===== src/rtl/pmod_als_spi_rx.sv =====
// Free-running SPI master for the PmodALS light sensor (ADC081S021).
// Generates cs/sck, shifts in 16-bit frames and holds the last complete frame on value.
module pmod_als_spi_rx #(
  parameter int DIV = 4,
  parameter int GAP = 8
) (
  input  logic        clock,
  input  logic        reset,
  output logic        cs,
  output logic        sck,
  input  logic        sdo,
  output logic [15:0] value
);

  // state    | meaning
  // ST_GAP   | cs high, sck high, idle between frames
  // ST_LEAD  | cs low, sck high, setup before the first sck fall
  // ST_SHIFT | cs low, sck toggling, one bit sampled per sck rise
  typedef enum logic [1:0] {ST_GAP, ST_LEAD, ST_SHIFT} state_t;

  localparam int GAP_CLKS = 2 * GAP * DIV;
  localparam int CW       = $clog2(GAP_CLKS + 1);
  localparam logic [CW-1:0] GAP_TC = CW'(GAP_CLKS - 1);
  localparam logic [CW-1:0] DIV_TC = CW'(DIV - 1);

  state_t        state, state_d;
  logic [CW-1:0] cnt, cnt_d;
  logic [3:0]    bit_cnt, bit_d;
  logic [15:0]   shift, shift_d;
  logic [15:0]   value_d;
  logic          cs_d, sck_d;

  always_ff @(posedge clock or posedge reset) begin
    if (reset) begin
      state   <= ST_GAP;
      cnt     <= '0;
      bit_cnt <= '0;
      shift   <= '0;
      value   <= '0;
      cs      <= 1'b1;
      sck     <= 1'b1;
    end else begin
      state   <= state_d;
      cnt     <= cnt_d;
      bit_cnt <= bit_d;
      shift   <= shift_d;
      value   <= value_d;
      cs      <= cs_d;
      sck     <= sck_d;
    end
  end

  always_comb begin
    state_d = state;
    cnt_d   = cnt + 1'b1;
    bit_d   = bit_cnt;
    shift_d = shift;
    value_d = value;
    cs_d    = cs;
    sck_d   = sck;
    unique case (state)
      ST_GAP: begin
        if (cnt == GAP_TC) begin
          state_d = ST_LEAD;
          cnt_d   = '0;
          cs_d    = 1'b0;
        end
      end
      ST_LEAD: begin
        if (cnt == DIV_TC) begin
          state_d = ST_SHIFT;
          cnt_d   = '0;
          sck_d   = 1'b0;
        end
      end
      ST_SHIFT: begin
        if (cnt == DIV_TC) begin
          cnt_d = '0;
          if (!sck) begin
            // sample on the edge that drives sck high; the last sample completes the frame
            sck_d   = 1'b1;
            shift_d = {shift[14:0], sdo};
            if (bit_cnt == 4'd15) value_d = {shift[14:0], sdo};
          end else if (bit_cnt == 4'd15) begin
            state_d = ST_GAP;
            cs_d    = 1'b1;
            bit_d   = '0;
          end else begin
            sck_d = 1'b0;
            bit_d = bit_cnt + 1'b1;
          end
        end
      end
      default: state_d = ST_GAP;
    endcase
  end

endmodule


===== config.mk =====
export PLATFORM = sky130hd
export DESIGN_NAME = pmod_als_spi_rx
export DESIGN_NICKNAME = d
export VERILOG_FILES = /design/src/rtl/pmod_als_spi_rx.sv
export SDC_FILE = /design/constraint.sdc
export NUM_CORES = 1
export LEC_CHECK = 0
export CORE_AREA = 2 2 64 66
export DETAILED_ROUTE_END_ITERATION = 10
export DIE_AREA = 0 0 66 68
export GPL_ROUTABILITY_DRIVEN = 1
export PLACE_DENSITY = 0.84
export SLEW_MARGIN = 20
export SYNTH_ARGS = -nofsm -noshare
export SYNTH_HDL_FRONTEND = slang
export SYNTH_SLANG_ARGS = --single-unit
export TNS_END_PERCENT = 30

===== constraint.sdc =====
create_clock -name clock -period 8.4 [get_ports clock]
set_clock_uncertainty 0.15 [all_clocks]
set_input_delay 1.68 -clock clock [delete_from_list [all_inputs] [get_ports clock]]
set_output_delay 1.68 -clock clock [all_outputs]
set_load 0.01 [all_outputs]

# Word-level counts from Yosys, hierarchy flattened
# Cells that the tools add are included.
word_totals:
  output_inout_bits: 18
  word_cells: 50
  input_bits: 3
  register_bits: 46
classes:
  eq_ne: 10
  mux: 20
  addsub: 2
  bitwise_logic: 1
  n_reduce_logical: 10
op_table:
  columns: ["operator", "count"]
  rows:
  - ["7-bit two-way mux", 2]
  - ["7-bit case mux with 2 select lines", 1]
  - ["2-bit two-way mux", 5]
  - ["2-bit inequality test, second input constant", 5]
  - ["5-bit AND reduction", 2]
  - ["3-bit AND reduction", 3]
  - ["1-bit two-way mux", 8]
  - ["7-bit by 1-bit adder with 7-bit output, second input constant", 1]
  - ["7-bit by 2-bit equality test with 1-bit output, second input constant", 1]
  - ["7-bit by 6-bit equality test with 1-bit output, second input constant", 1]
  - ["2-bit case mux with 3 select lines", 1]
  - ["4-bit by 1-bit adder with 4-bit output, second input constant", 1]
  - ["4-bit equality test, second input constant", 1]
  - ["4-bit two-way mux", 1]
  - ["1-bit case mux with 2 select lines", 2]
  - ["4-bit AND reduction", 1]
  - ["2-bit nonzero test", 2]
  - ["2-bit by 1-bit equality test with 1-bit output, second input constant", 1]
  - ["2-bit equality test, second input constant", 1]
  - ["2-bit logical NOT", 1]
  - ["2-bit OR reduction", 1]
  - ["1-bit inverter", 1]

# Logic depth before layout (Yosys ltp)
depth:
  depth_word: 5
  depth_mapped: 10

# Worst setup path before layout
# OpenSTA, ideal clock, no wires.
synth_timing:
  kind: "register -> register"
  from: "register state[0]"
  to: "register value[0]"
  period_less_slack_ns: 2.637
  arrival_time_ns: 2.362
  path_stages_with_launch: 11
  path_buffers: 4
  setup_time_ns: 0.125
  setup_slack_ns: 5.763
  cell_sequence: "dfrtp_1 inv_1 ha_1 clkbuf_1 inv_1 or4_4 buf_6 or2_1 buf_6 buf_12 mux2_4"
synth_between:
  elab_chain_cells: 2
synth_rtl:
  columns: ["item", "line", "text"]
  rows:
  - ["start: declaration", "26", "state_t state, state_d;"]
  - ["start signal: assignment", "43", "state <= state_d;"]
  - ["2-bit equality test", "61", "unique case (state)"]
  - ["4-bit AND reduction (no source line)", null, null]
  - ["end signal: assignment", "47", "value <= value_d;"]
  - ["end: declaration", "12", "output logic [15:0] value"]
# Every way passes these cells.
# A chain may end at the register's enable or synchronous reset.

# Worst setup path after layout
layout_timing:
  from: "register sck"
  to: "output port sck"
layout_lines:
  columns: ["item", "line", "text"]
  rows:
  - ["start: declaration", "10", "output logic sck,"]
  - ["start signal: assignment", "49", "sck <= sck_d;"]
# No word-level cell between the ends.

==> flow_summary_export.csv <==
group,metric,value,unit
cts,post_cts_buffers,0,
setup_path,path_class,"flop to output port",
sta,slew_headroom,40.4,%
setup_path,reg2reg_slack,5.46,ns
routing,dr.first_iter.drc_count,63,
layout,area_growth,17.7,%
setup_path,reg2reg_depth,6,
cts,clock_latency,0.30,ns
placed_design,dp_hpwl,2.29,mm
global_routing,grt-ovfl-total,0,
global_routing,grt_pass1_wl,5.72,mm
pwr,ir_drop,0.149,mV
floorplanning,fp-row-count,23,
setup_path,crit_family,"flip-flops",
sta,hold_viol_final,0,
setup_path,cp_cell_sequence,"clkdlybuf4s50_1",
global_routing,grt_usage,17.5,%
global_routing,grt_max_degree,47,
routing,postRouteAntennaNets,0,
setup_path,end_kind,"output port",
synthesis,yosys.area.top_type,"dfrtp_1",
layout,finalInstanceArea,2390,um2
worst_hold_path,hp-start,"cnt[0]",
sta,slew_violations,0,
setup_path,slowest_stage,"dfstp_2",
synthesis,synthArstFlopShare,100,%
cts,clk_path_buf_depth,2,
placed_design,portBuffers,20,
floorplanning,coreArea,3860,um2
synthesis,synth_edf_count,0,
pwr,p_leak,1.14,nW
routing,routed_via_density,5.49,
cts,clock_sinks,46,
routing,drc,0,
synthesis,synth.avg_cell_area,13.7,um2
job,maxCapViolCount,0,
synthesis,syn-num-nets,157,
synthesis,synth.area.top_cells,"dfrtp_1 54%, mux2_2 12%, mux2_4 7.4%, ha_1 3.7%, dfstp_2 2.6%",
layout,diodes,0,
floorplanning,start_util,52.7,%
setup_path,crit_buf_inv,1,
synthesis,ys_types,35,
setup_path,reg2reg_from,"state[0]",
floorplanning,die_x,66,um
placed_design,postPlaceCellArea,2250,um2
routing,drtPass1Iterations,4,
synthesis,synthCells,148,
cts,numCtsBuffers,5,
layout,drive_gt1_share,26.3,%
cts,ctsResizeCount,0,
sta,setup_viol,0,
sta,fin_crit_sh,39.0,%
cts,clk_pin_slew,0.08,ns
sta,max_freq,306,MHz
routing,wire_per_inst,14.9,um
synthesis,yosys_warnings,0,
routing,via_count,1213,
setup_path,crit_arrival,1.44,ns
synthesis,syn_area,2030,um2
worst_hold_path,holdPathEnd,"cnt[0]",
setup_path,crit_path_max_incr_delay,0.59,ns
synthesis,synthFlopType,"dfrtp_1",
global_routing,antenna_found_initial,0,
setup_path,startpoint_type,"flop",
cts,hold_buffers,0,
sta,tightest_slew,0.895,ns
layout,fin_nets,179,
floorplanning,ioPinCount,21,
sta,tns,0,ns
setup_path,path_max_fanout,7,
floorplanning,die_h,68,um
sta,period_minus_slack,3.27,ns
status,outcome,"finished clean",
pwr,power.density,179,nW/um2
cts,cts_max_level,2,
synthesis,netlist.area_leader.share,54.2,%
setup_path,r2r_end,"value[1]",
worst_hold_path,hold_class,"flop to flop",
sta,rsz0062_at_grt,"false",
setup_path,critPathRequiredTime,6.57,ns
cts,root_buffer,"clkbuf_8",
routing,wl,3.29,mm
global_routing,grt_pass1_vias,1261,
synthesis,ys_seq_area_share,56.7,%
synthesis,ys_seq_elements,46,
floorplanning,dieArea,4490,um2
placed_design,gp_congestion,0.834,
worst_hold_path,hold_depth,1,
cts,cts_tree,"yes",
## worst max path at each step
stage          startpoint    endpoint  slack [ns]  cells after the start
6_report              sck         sck        5.13                      1
5_1_grt               sck         sck        5.07                      1
4_1_cts               sck         sck        5.12                      1
3_5_place_dp          sck         sck        5.46                      1
3_3_place_gp          sck         sck        5.47                      1
2_1_floorplan       reset  bit_cnt[0]        5.49                      1
## cells by family after synthesis
| logic type | Yosys count | share of synthesized area, % |
|---|---|---|
| flops | 46 | 56.7 |
| mux | 33 | 20.1 |
| simple gates | 29 | 7.94 |
| compound gates | 19 | 6.03 |
| buf+inv | 10 | 3.38 |
| fa+ha+maj | 6 | 3.69 |
| xor+xnor | 5 | 2.15 |
## routing by layer
| metal | part of all wire [%] | vias up | GRT usage (%) |
|---|---|---|---|
| li1 | - | 566 | - |
| met1 | 42 | 608 | 19.8 |
| met2 | 52 | 30 | 29.9 |
| met3 | 3.8 | 9 | 5.76 |
| met4 | 2.6 | 0 | 8.93 |
| met5 | 0 | - | 0 |
## stage by stage
stage                     setup WS (ns)  utilization, %  total power [W]  cells  hold slack (ns)
after floorplan                    5.49               -         0.000230    148            0.283
after global placement             5.47            58.3         0.000233    213            0.296
after detailed placement           5.46            58.3         0.000233    213            0.311
after CTS                          5.12            62.0         0.000434    221            0.322
after global routing               5.07            62.0         0.000445    221            0.345
final                              5.13            62.0         0.000427    221            0.319
## cell usage in the layout (no fill, tap or decap), types with 2 or more instances in the layout
master	netlist	layout
dfrtp_1	44	44
mux2_2	22	22
clkdlybuf4s50_1	0	20
mux2_4	10	10
nor2_1	7	7
o21ai_0	6	6
ha_1	6	6
clkbuf_8	0	6
a21oi_1	5	5
nand2_1	4	4
inv_1	4	3
nand4_1	3	3
nand3_1	3	3
xnor2_1	3	3
or4_4	2	2
nor2b_1	2	2
nor3b_1	2	2
xor2_1	2	2
bufinv_16	0	2
dfstp_2	2	2
## power by group
| part | total, W | switching, W | internal [W] |
|---|---|---|---|
| combinational | 0.00000662 | 0.00000456 | 0.00000206 |
| clock | 0.000199 | 0.0000718 | 0.000127 |
| sequential | 0.000222 | 0.000000314 | 0.000222 |
## state kept, by name, summed over array words and instances (netlist names)
register,flops
cs,1
bit_cnt,4
state,2
value,16
cnt,7
sck,1
shift,15
## synthesized netlist by cell type, types with 3 or more instances
cell and number:
clkbuf_1 3, a21oi_1 5, nand3_1 3, nand2_1 4
dfrtp_1 44, nand4_1 3, mux2_4 10, ha_1 6
o21ai_0 6, xnor2_1 3, mux2_2 22, inv_1 4
nor2_1 7
## layout make-up
cell class	instances	area, um2
tap	50	62.6
clock inverter	2	60.1
inverter	4	15.0
multi-input combinational	92	811
sequential	46	1150
timing repair buffer	21	208
clock buffer	6	82.6
fill	312	1460
Note: power is estimated with default switching activity, not from simulation.
